===== config.mk =====
export PLATFORM = sky130hd
export DESIGN_NAME = mem_access_unit_flat
export DESIGN_NICKNAME = d
export VERILOG_FILES = /design/src/rtl/mem_access_unit_pkg.sv /design/src/rtl/mem_access_unit_if.sv /design/src/rtl/mem_access_unit.sv /design/src/flat_wrapper.sv
export SDC_FILE = /design/constraint.sdc
export NUM_CORES = 1
export LEC_CHECK = 0
export CELL_PAD_IN_SITES_DETAIL_PLACEMENT = 1
export CELL_PAD_IN_SITES_GLOBAL_PLACEMENT = 1
export CORE_MARGIN = 1.5
export CORE_UTILIZATION = 34
export DETAILED_ROUTE_END_ITERATION = 10
export PLACE_DENSITY_LB_ADDON = 0.1
export SLEW_MARGIN = 20
export SYNTH_ARGS = -nofsm -noshare
export SYNTH_HDL_FRONTEND = slang
export SYNTH_SLANG_ARGS = --single-unit

===== constraint.sdc =====
create_clock -name clk -period 2.7 [get_ports clk]
set_input_delay 0.81 -clock clk [delete_from_list [all_inputs] [get_ports clk]]
set_output_delay 0.81 -clock clk [all_outputs]
set_load 0.02 [all_outputs]

===== src/rtl/mem_access_unit_pkg.sv =====
// Shared constants for the memory-access stage: FSM encoding and alignment mask.
package mem_access_unit_pkg;
  localparam logic [1:0] ST_IDLE    = 2'd0;
  localparam logic [1:0] ST_WAIT    = 2'd1;
  localparam logic [1:0] ST_DONE    = 2'd2;
  localparam logic [1:0] ALIGN_MASK = 2'b11;
endpackage


===== src/rtl/mem_access_unit_if.sv =====
// Data-bus req/ack channel between the memory stage (master) and the memory system (slave).
interface mem_access_unit_if;
  logic        dbus_req;
  logic        dbus_we;
  logic [31:0] dbus_addr;
  logic [31:0] dbus_wdata;
  logic        dbus_ack;
  logic        dbus_err;
  logic [31:0] dbus_rdata;

  modport master (
    output dbus_req, dbus_we, dbus_addr, dbus_wdata,
    input  dbus_ack, dbus_err, dbus_rdata
  );

  modport slave (
    input  dbus_req, dbus_we, dbus_addr, dbus_wdata,
    output dbus_ack, dbus_err, dbus_rdata
  );
endinterface


===== src/rtl/mem_access_unit.sv =====
// Memory stage: issues load/store on the data bus, stalls earlier stages until completion,
// and registers the MEM/WB result; aligned accesses stay 3+ cycles, everything else 1.
module mem_access_unit
  import mem_access_unit_pkg::*;
#(
  parameter int TIMEOUT_CYCLES = 255,
  parameter int CNT_W          = 8
) (
  input  logic                     clk,
  input  logic                     rst_n,
  input  logic [4:0]               mrn,
  input  logic [31:0]              mb,
  input  logic [31:0]              malu,
  input  logic                     mwmem,
  input  logic                     mm2reg,
  input  logic                     mwreg,
  mem_access_unit_if.master        dbus,
  output logic                     mem_stall,
  output logic                     mem_fault,
  output logic [4:0]               wrn,
  output logic [31:0]              wdata,
  output logic                     wwreg
);

  logic [1:0]       state;
  logic [CNT_W-1:0] cnt;
  logic [31:0]      rdata_q;
  logic             fault_q;

  logic access;
  logic is_load;
  logic misaligned;
  logic timeout;

  // A simultaneous store+load request is treated as a store.
  assign access     = mwmem | mm2reg;
  assign is_load    = mm2reg & ~mwmem;
  assign misaligned = (malu[1:0] & ALIGN_MASK) != 2'b00;
  assign timeout    = (cnt == CNT_W'(TIMEOUT_CYCLES));

  assign mem_stall = (state == ST_WAIT) ||
                     ((state == ST_IDLE) && access && !misaligned);

  always_ff @(posedge clk or negedge rst_n) begin
    if (!rst_n) begin
      state           <= ST_IDLE;
      cnt             <= '0;
      rdata_q         <= '0;
      fault_q         <= 1'b0;
      dbus.dbus_req   <= 1'b0;
      dbus.dbus_we    <= 1'b0;
      dbus.dbus_addr  <= '0;
      dbus.dbus_wdata <= '0;
    end else begin
      case (state)
        ST_IDLE: begin
          if (access && !misaligned) begin
            dbus.dbus_req   <= 1'b1;
            dbus.dbus_we    <= mwmem;
            dbus.dbus_addr  <= {malu[31:2], 2'b00};
            dbus.dbus_wdata <= mb;
            cnt             <= '0;
            fault_q         <= 1'b0;
            state           <= ST_WAIT;
          end
        end
        ST_WAIT: begin
          // An ack arriving on the timeout cycle still completes the access.
          if (dbus.dbus_ack) begin
            dbus.dbus_req <= 1'b0;
            rdata_q       <= dbus.dbus_rdata;
            fault_q       <= dbus.dbus_err;
            state         <= ST_DONE;
          end else if (timeout) begin
            dbus.dbus_req <= 1'b0;
            fault_q       <= 1'b1;
            state         <= ST_DONE;
          end else if (cnt != '1) begin
            cnt <= cnt + 1'b1;
          end
        end
        ST_DONE: state <= ST_IDLE;
        default: state <= ST_IDLE;
      endcase
    end
  end

  // MEM/WB register; held while stalled. mem_fault is registered so it lines up with the result.
  always_ff @(posedge clk or negedge rst_n) begin
    if (!rst_n) begin
      wrn       <= '0;
      wdata     <= '0;
      wwreg     <= 1'b0;
      mem_fault <= 1'b0;
    end else begin
      mem_fault <= 1'b0;
      if (!mem_stall) begin
        wrn <= mrn;
        if (state == ST_DONE) begin
          wdata     <= is_load ? rdata_q : malu;
          wwreg     <= mwreg & ~fault_q & ~mwmem;
          mem_fault <= fault_q;
        end else begin
          // Unstalled outside DONE: either a plain op or a misaligned access.
          wdata     <= malu;
          wwreg     <= mwreg & ~access;
          mem_fault <= access;
        end
      end
    end
  end

endmodule

===== src/flat_wrapper.sv =====
// flat-port wrapper written by rule: the top's interface ports become plain ports
module mem_access_unit_flat import mem_access_unit_pkg::*;
#(
  parameter int TIMEOUT_CYCLES = 255,
  parameter int CNT_W          = 8
)
  (clk, rst_n, mrn, mb, malu, mwmem, mm2reg, mwreg, mem_stall, mem_fault, wrn, wdata, wwreg, dbus_dbus_req, dbus_dbus_we, dbus_dbus_addr, dbus_dbus_wdata, dbus_dbus_ack, dbus_dbus_err, dbus_dbus_rdata);
  mem_access_unit_if dbus_i ();
  input  logic clk;
  input  logic rst_n;
  input  logic [4:0] mrn;
  input  logic [31:0] mb;
  input  logic [31:0] malu;
  input  logic mwmem;
  input  logic mm2reg;
  input  logic mwreg;
  output logic mem_stall;
  output logic mem_fault;
  output logic [4:0] wrn;
  output logic [31:0] wdata;
  output logic wwreg;
  output wire logic [$bits(dbus_i.dbus_req)-1:0] dbus_dbus_req;
  output wire logic [$bits(dbus_i.dbus_we)-1:0] dbus_dbus_we;
  output wire logic [$bits(dbus_i.dbus_addr)-1:0] dbus_dbus_addr;
  output wire logic [$bits(dbus_i.dbus_wdata)-1:0] dbus_dbus_wdata;
  input wire logic [$bits(dbus_i.dbus_ack)-1:0] dbus_dbus_ack;
  input wire logic [$bits(dbus_i.dbus_err)-1:0] dbus_dbus_err;
  input wire logic [$bits(dbus_i.dbus_rdata)-1:0] dbus_dbus_rdata;
  assign dbus_dbus_req = dbus_i.dbus_req;
  assign dbus_dbus_we = dbus_i.dbus_we;
  assign dbus_dbus_addr = dbus_i.dbus_addr;
  assign dbus_dbus_wdata = dbus_i.dbus_wdata;
  assign dbus_i.dbus_ack = dbus_dbus_ack;
  assign dbus_i.dbus_err = dbus_dbus_err;
  assign dbus_i.dbus_rdata = dbus_dbus_rdata;
  mem_access_unit #(.TIMEOUT_CYCLES(TIMEOUT_CYCLES), .CNT_W(CNT_W)) u_core (.clk(clk), .rst_n(rst_n), .mrn(mrn), .mb(mb), .malu(malu), .mwmem(mwmem), .mm2reg(mm2reg), .mwreg(mwreg), .dbus(dbus_i), .mem_stall(mem_stall), .mem_fault(mem_fault), .wrn(wrn), .wdata(wdata), .wwreg(wwreg));
endmodule

**After elaboration in Yosys (flattened, before gate mapping)**

Index checks and enable logic that the tools add are counted.

- Eq/ne operators: 9
- $add $sub $neg: 1
- Reduce and logical (&&, ||, !) cells: 13
- Shift-type cells: 0
- Mux-type cells: 22
- Magnitude comparators: 0
- Div/mod/pow operators: 0
- Multiply operators: 0
- Bitwise operators: 8

Operators with widths:

| kind | number |
|---|---|
| $mux 32 | 2 |
| $mux 8 | 4 |
| $pmux 8 s2 | 1 |
| $mux 1 | 9 |
| $add 8x1->8 const B | 1 |
| $eq 8x8->1 const B | 1 |
| $ne 2x2->1 const B | 4 |
| $ne 8x8->1 const B | 1 |
| $mux 2 | 3 |
| $reduce_and 2->1 | 3 |
| $reduce_and 5->1 | 1 |
| $and 1x1->1 | 4 |
| $pmux 1 s2 | 2 |
| $pmux 2 s2 | 1 |
| $reduce_bool 2->1 | 2 |
| $logic_and 1x1->1 | 3 |
| $ne 3x2->1 const B | 1 |
| $not 1->1 | 3 |
| $reduce_and 3->1 | 1 |
| $eq 2x1->1 const B | 1 |
| $eq 2x2->1 const B | 1 |
| $logic_not 2->1 | 1 |
| $logic_not 1->1 | 1 |
| $logic_or 1x1->1 | 1 |
| $or 1x1->1 | 1 |

- Word-level logic and storage cells: 65
- Bits of input ports: 108
- Bits in writable memories: 0
- Bits in latches: 0
- Output and inout port bits: 106
- Bits in registers: 146
- ROM bits: 0
- Memories: 0

**Longest topological paths before layout**

Gate-level depths: netlist (run 1).

- Word-level depth: 5
- Gate-level depth with buffers: 6

**Worst setup path before layout (run 1)**

Ideal clock, no wire load.

- Path type: input-to-output
- Start: input port malu[1]
- End: output port mem_stall
- Setup slack: 0.038 ns
- Data required time: 1.890 ns
- Stages: 3
- Arrival: 1.852 ns
- Path buffers: 1
- Cell sequence: or4_4 > o21ai_4 > buf_2

- Word-level cells in the longest chain between the ends: 4

RTL lines:

| element | RTL line | RTL |
|---|---|---|
| start, declared | flat_wrapper.sv:13 | `input logic [31:0] malu;` |
| $reduce_bool 2->1 | mem_access_unit.sv:38 | `assign misaligned = (malu[1:0] & ALIGN_MASK) != 2'b00;` |
| $logic_not 1->1 | mem_access_unit.sv:42 | `((state == ST_IDLE) && access && !misaligned);` |
| $logic_and 1x1->1 | mem_access_unit.sv:42 |  |
| $logic_or 1x1->1 | mem_access_unit.sv:41 | `assign mem_stall = (state == ST_WAIT) \|\|` |
| end, declared | flat_wrapper.sv:17 | `output logic mem_stall;` |

No other way between the ends.

**Final worst setup path (run 1)**

Same ends and word-level chain as after synthesis.

==> flow_metrics.py, run 1 <==
metrics = {
    "setup_path": {
        "crit_fanout": 2,
        "crit_required_ns": 1.89,
        "rr_startpoint": "u_core.state[0]",
        "crit_family": "simple AND/OR/NAND/NOR gates",
        "ff2ff_path_depth": 7,
        "endpoint_kind": "output pin",
        "critPathLaunch": "malu[1]",
        "rrSetupSlack_ns": 0.59,
        "max_stage_delay_ns": 0.55,
        "path_depth": 4,
        "crit_buf_inv": 2,
        "critPathSlowestCell": "or4_4",
        "arrival_ns": 1.78,
        "crit_chain": "buf_2 -> or4_4 -> o21ai_4 -> buf_6",
        "startpoint_type": "input port",
        "crit_type": "in2out",
    },
    "power_and_ir_drop": {
        "swShare_pct": 30.3,
        "pwr-share-seq_pct": 39.7,
        "leakage_nw": 4.06,
        "p_per_area_nw_per_um2": 862,
        "clkPwrFrac_pct": 31.6,
        "p_switching_mw": 2.36,
        "internal_power_mw": 5.44,
        "combPwrFrac_pct": 28.7,
        "worst_ir_drop_vdd_uv": 469,
    },
    "global_routing": {
        "grt_usage_pct": 20.3,
        "grt_pass1_wl_mm": 28.4,
        "grt_pass1_vias": 5237,
        "grt.overflow.total": 0,
        "antenna_found_initial": 0,
        "grt_max_degree": 55,
    },
    "placed_design": {
        "dp_cells": 994,
        "place_area_um2": 8450,
        "dp_hpwl_mm": 13.1,
        "gp_congestion": 0.781,
        "io_buffers": 211,
    },
    "clock_tree": {
        "clk_pin_slew_ns": 0.06,
        "cts_root_buf": "clkbuf_16",
        "cts_buffers": 17,
        "cts-htree-levels": 4,
        "cts_tree": "built",
        "cts_hold_buf": 0,
        "cts.sinks": 146,
        "clockBufferDepth": 2,
        "worstSkewPairLatency_ns": 0.42,
    },
    "route": {
        "routedWlPerCell_um": 17.6,
        "ant_nets": 0,
        "drt_iter0_drc": 261,
        "post_drt_via_cell_ratio": 4.72,
        "firstDrtPassIters": 4,
        "drc": 0,
        "vias": 4845,
        "totalWireLength_mm": 18.1,
    },
    "finish": {
        "area_delta_synth_final_pct": 50.8,
        "layoutNonFillerInstCount": 1026,
        "utilization_pct": 52.4,
        "fin_area_um2": 9060,
        "layout-drive-gt1-share_pct": 12.7,
        "antenna_cells": 0,
        "nets": 898,
        "fillCellCount": 1870,
    },
    "outcome": {
        "outcome": "finished clean",
    },
    "synth": {
        "synthCells": 567,
        "async_reset_ff_share_pct": 100,
        "synth_top_area_share_pct": 60.8,
        "yosysWarnings": 0,
        "synthFlopType": "dfrtp_1",
        "yosysMostFrequentCell": "nand2_1",
        "avgSynthCellArea_um2": 10.6,
        "synth_common_cells": "nand2_1 (227), dfrtp_1 (146), mux2_2 (37)",
        "synth_area_leaders": "dfrtp_1 (61%), nand2_1 (14%), mux2_2 (6.9%), mux2i_1 (5.3%), o21ai_1 (1.7%)",
        "synth_seq_cells": 146,
        "yosys.area.top_type": "dfrtp_1",
        "synth_edf_count": 0,
        "synth_area_um2": 6010,
        "ys_types": 43,
        "synth_seq_area_share_pct": 60.8,
    },
    "sta": {
        "tns_ns": 0,
        "rsz0062_at_grt": "false",
        "hold_viol": 0,
        "max_freq_mhz": 386,
        "post-route-min-period_ns": 2.59,
        "worst_clock_skew_ns": 0.00515,
        "fin_crit_sh_pct": 95.9,
        "whs_ns": 0.311,
        "slew_viol_final": 0,
        "setup_viol": 0,
    },
    "floorplanning": {
        "die-area_um2": 18500,
        "fp.dieH_um": 136,
        "fp-row-count": 48,
        "io-pin-count": 214,
        "initial_core_util_pct": 34.8,
        "coreArea_um2": 17300,
        "die-width_um": 136,
    },
    "job": {
        "max-cap-violations": 0,
    },
    "min_path": {
        "hp-class": "in2async",
    },
}
per-stage QoR:
stage | setup WS (ns) | total power [mW]
after floorplan | 0.0380 | 4.16
after detailed placement | -0.244 | 5.40
after global placement | -0.238 | 5.30
after global routing | 0.0467 | 8.22
final | 0.110 | 7.81
after CTS | 0.00749 | 7.91
cells by family (layout without fill, tap and decap cells):
kind of cell	count (synthesis)	after routing	share of synthesized area, %
DFF	146	146	60.8
buffers and inverters	37	270	3.85
adders and majority gates	1	1	0.208
AOI/OAI and AO/OA	58	58	5.81
other	1	2	0.0624
muxes	69	69	12.3
and+or+nand+nor	255	255	17.0
power groups by stage:
stage          sequential [mW]  combinational, mW  clock (mW)
3_3_place_gp              3.09               2.21           0
5_1_grt                   3.19               2.42        2.62
3_5_place_dp              3.13               2.27           0
6_report                  3.10               2.24        2.47
2_1_floorplan             3.51              0.657           0
4_1_cts                   3.10               2.28        2.53
layout by cell type (no fill, tap or decap), types with 6 or more instances in the layout:
master and instances:
nand2_1 226, clkdlybuf4s50_1 207, dfrtp_1 146, mux2_2 37, mux2i_1 32, o21ai_1 20, o21ai_0 18, buf_4 18
clkbuf_16 17, a21oi_1 6, buf_12 6
routing by layer:
layer  global-route usage [%]  wire (um)  vias up
met5                        0          0        -
met4                     5.61        187        0
met3                     6.71       1290       15
met2                     32.3       8510      157
met1                     26.7       8110     2374
li1                         -          -     2299
sequential cells by signal, indices dropped and copies added, names as in the netlist:
signal                  cells
u_core.dbus.dbus_wdata     32
u_core.rdata_q             32
u_core.fault_q              1
u_core.wwreg                1
u_core.mem_fault            1
u_core.wrn                  5
u_core.state                2
u_core.dbus.dbus_addr      30
u_core.cnt                  8
u_core.dbus.dbus_we         1
u_core.dbus.dbus_req        1
u_core.wdata               32
path summary, 6_finish.rpt:
| check | endpoint |
|---|---|
| setup / recovery | mem_stall |
| max in group asynchronous | u_core.dbus.dbus_wdata[12] |
| min in group clk | u_core.dbus.dbus_addr[12] |
| hold / removal | u_core.dbus.dbus_wdata[3] |
| setup reg to reg | u_core.dbus.dbus_addr[25] |
| hold reg to reg | u_core.dbus.dbus_addr[12] |
worst reg2reg max path, cell delays in order (launching register included):
cell and delay [ns]:
dfrtp_1 0.42, or4_4 0.52, buf_4 0.15, buf_4 0.14, or2_2 0.35, buf_4 0.23, nand2_1 0.11, nand2_1 0.06
what timing repair did:
item	in CTS	in global routing
resized for setup	8	1
gates cloned	0	0
endpoints found under the setup margin	1	1
buffers inserted	0	1
pin swaps	2	2
cell type report:
type                       instances  area [um2]  area share (%)
timing repair buffer             235        2360            26.0
clock buffer                      20         447            4.93
clock inverter                    11         161            1.78
tap                              225         282            3.11
sequential                       146        3650            40.3
multi-input combinational        385        2140            23.7
inverter                           4        15.0           0.166
Note: power is estimated with default switching activity, not from simulation.
==> run 2, diff against run 1 <==
--- a/config.mk
+++ b/config.mk
@@ -11,6 +11,7 @@
 export CORE_UTILIZATION = 34
 export DETAILED_ROUTE_END_ITERATION = 10
 export PLACE_DENSITY_LB_ADDON = 0.1
+export SKIP_CTS_REPAIR_TIMING = 1
 export SLEW_MARGIN = 20
 export SYNTH_ARGS = -nofsm -noshare
 export SYNTH_HDL_FRONTEND = slang
==> run 2 against run 1 <==
Core utilization rose by 0.087 points. Die area did not move. Clock skew barely moved. Sequential share of layout area fell by 0.067 points. Via count barely moved. Flip-flop and latch count did not move. First-iteration DRC count rose by 0.38%. Routed wire length rose by 0.12%. Worst hold slack got worse by 0.0025 ns. Critical endpoint unchanged. Largest power group unchanged.
==> flow_metrics.py, run 2 (synthesized netlist as in run 1, its figures left out) <==
metrics = {
    "placed_design": {
        "place_area_um2": 8450,
        "io_buffers": 211,
        "dp_hpwl_mm": 13.1,
        "dp_cells": 994,
        "gp_congestion": 0.781,
        "post-place-ws_ns": -0.244,
    },
    "finish": {
        "area_delta_synth_final_pct": 51.0,
        "utilization_pct": 52.5,
        "layoutNonFillerInstCount": 1026,
        "fin_area_um2": 9080,
        "layout-drive-gt1-share_pct": 12.5,
        "layout_common_cells": "nand2_1 (226), clkdlybuf4s50_1 (207), dfrtp_1 (146), mux2_2 (37), mux2i_1 (32)",
        "reg.largest.list": "u_core.dbus.dbus_wdata (32), u_core.rdata_q (32), u_core.wdata (32)",
        "antenna_cells": 0,
        "nets": 898,
        "fillCellCount": 1865,
        "final_common_cell": "nand2_1",
    },
    "sta": {
        "tns_ns": 0,
        "fin_crit_sh_pct": 98.6,
        "whs_ns": 0.309,
        "post-route-min-period_ns": 2.66,
        "setup_viol": 0,
        "max_freq_mhz": 376,
        "worst_clock_skew_ns": 0.00470,
        "hold_viol": 0,
        "fin_ws_ns": 0.0374,
        "slew_viol_final": 0,
    },
    "global_routing": {
        "grt_usage_pct": 20.3,
        "grt_pass1_wl_mm": 28.4,
        "grt_pass1_vias": 5236,
        "antenna_found_initial": 0,
        "grt.overflow.total": 0,
        "grt_max_degree": 55,
    },
    "power_and_ir_drop": {
        "leakage_nw": 4.08,
        "p_per_area_nw_per_um2": 861,
        "total_power_mw": 7.82,
        "worst_ir_drop_vdd_uv": 473,
    },
    "floorplanning": {
        "initial_core_util_pct": 34.8,
        "die-area_um2": 18500,
        "fp.dieH_um": 136,
        "die-width_um": 136,
        "io-pin-count": 214,
        "coreArea_um2": 17300,
        "fp-row-count": 48,
    },
    "route": {
        "totalWireLength_mm": 18.1,
        "routedWlPerCell_um": 17.7,
        "drc": 0,
        "vias": 4848,
        "ant_nets": 0,
        "drt_iter0_drc": 262,
        "firstDrtPassIters": 4,
        "post_drt_via_cell_ratio": 4.73,
    },
    "setup_path": {
        "crit_fanout": 2,
        "arrival_ns": 1.85,
        "crit_family": "simple AND/OR/NAND/NOR gates",
        "crit_buf_inv": 2,
        "crit_required_ns": 1.89,
        "critPathSlowestCell": "or4_4",
        "crit_type": "in2out",
        "startpoint_type": "input port",
        "crit_chain": "dlymetal6s2s_1 -> or4_4 -> o21ai_4 -> buf_6",
        "max_stage_delay_ns": 0.56,
        "endpoint_kind": "output pin",
        "rrSetupSlack_ns": 0.59,
    },
    "clock_tree": {
        "cts-htree-levels": 4,
        "cts.sinks": 146,
        "clk_pin_slew_ns": 0.06,
        "worstSkewPairLatency_ns": 0.42,
        "cts_buffers": 17,
        "cts_tree": "built",
        "cts_root_buf": "clkbuf_16",
        "clockBufferDepth": 2,
    },
    "min_path": {
        "hp-class": "in2async",
    },
    "job": {
        "max-cap-violations": 0,
    },
    "outcome": {
        "outcome": "finished clean",
    },
}
run 2: cell types whose count changed in the layout (fill, tap and decap cells not counted):
cell            previous run  this run
buf_2                      2         0
dlymetal6s2s_1             0         2
run 2: worst paths after layout:
kind,from,end,cells after the start
worst max register to register,u_core.state[0],u_core.dbus.dbus_addr[25],7
worst max-delay path,malu[0],mem_stall,4
worst min register to register,u_core.dbus.dbus_addr[12],u_core.dbus.dbus_addr[12],2
max in group asynchronous,rst_n,u_core.dbus.dbus_wdata[12],2
min in group clk,u_core.dbus.dbus_addr[12],u_core.dbus.dbus_addr[12],2
worst min-delay path,rst_n,u_core.dbus.dbus_wdata[3],1
run 2: layer usage:
metal | global-route usage [%] | part of all wire, % | up-vias
met5 | 0 | 0 | -
met3 | 6.71 | 7.3 | 16
li1 | - | - | 2298
met1 | 26.7 | 45 | 2374
met4 | 5.61 | 1.0 | 0
met2 | 32.3 | 47 | 160
run 2: final cells by class:
type | count | area, um2 | area share [%]
Sequential cell | 146 | 3650 | 40.2
Tap cell | 225 | 282 | 3.10
Timing Repair Buffer | 235 | 2370 | 26.2
Multi-Input combinational cell | 385 | 2140 | 23.6
Clock buffer | 20 | 447 | 4.92
Clock inverter | 11 | 161 | 1.78
Inverter | 4 | 15.0 | 0.165
run 2: power breakdown:
part           total, mW  leakage [nW]  internal (mW)  switching, mW
combinational       2.24          1.99           1.12           1.12
sequential          3.10          1.79           2.76          0.341
clock               2.47         0.299           1.56          0.913
total               7.82          4.08           5.45           2.37
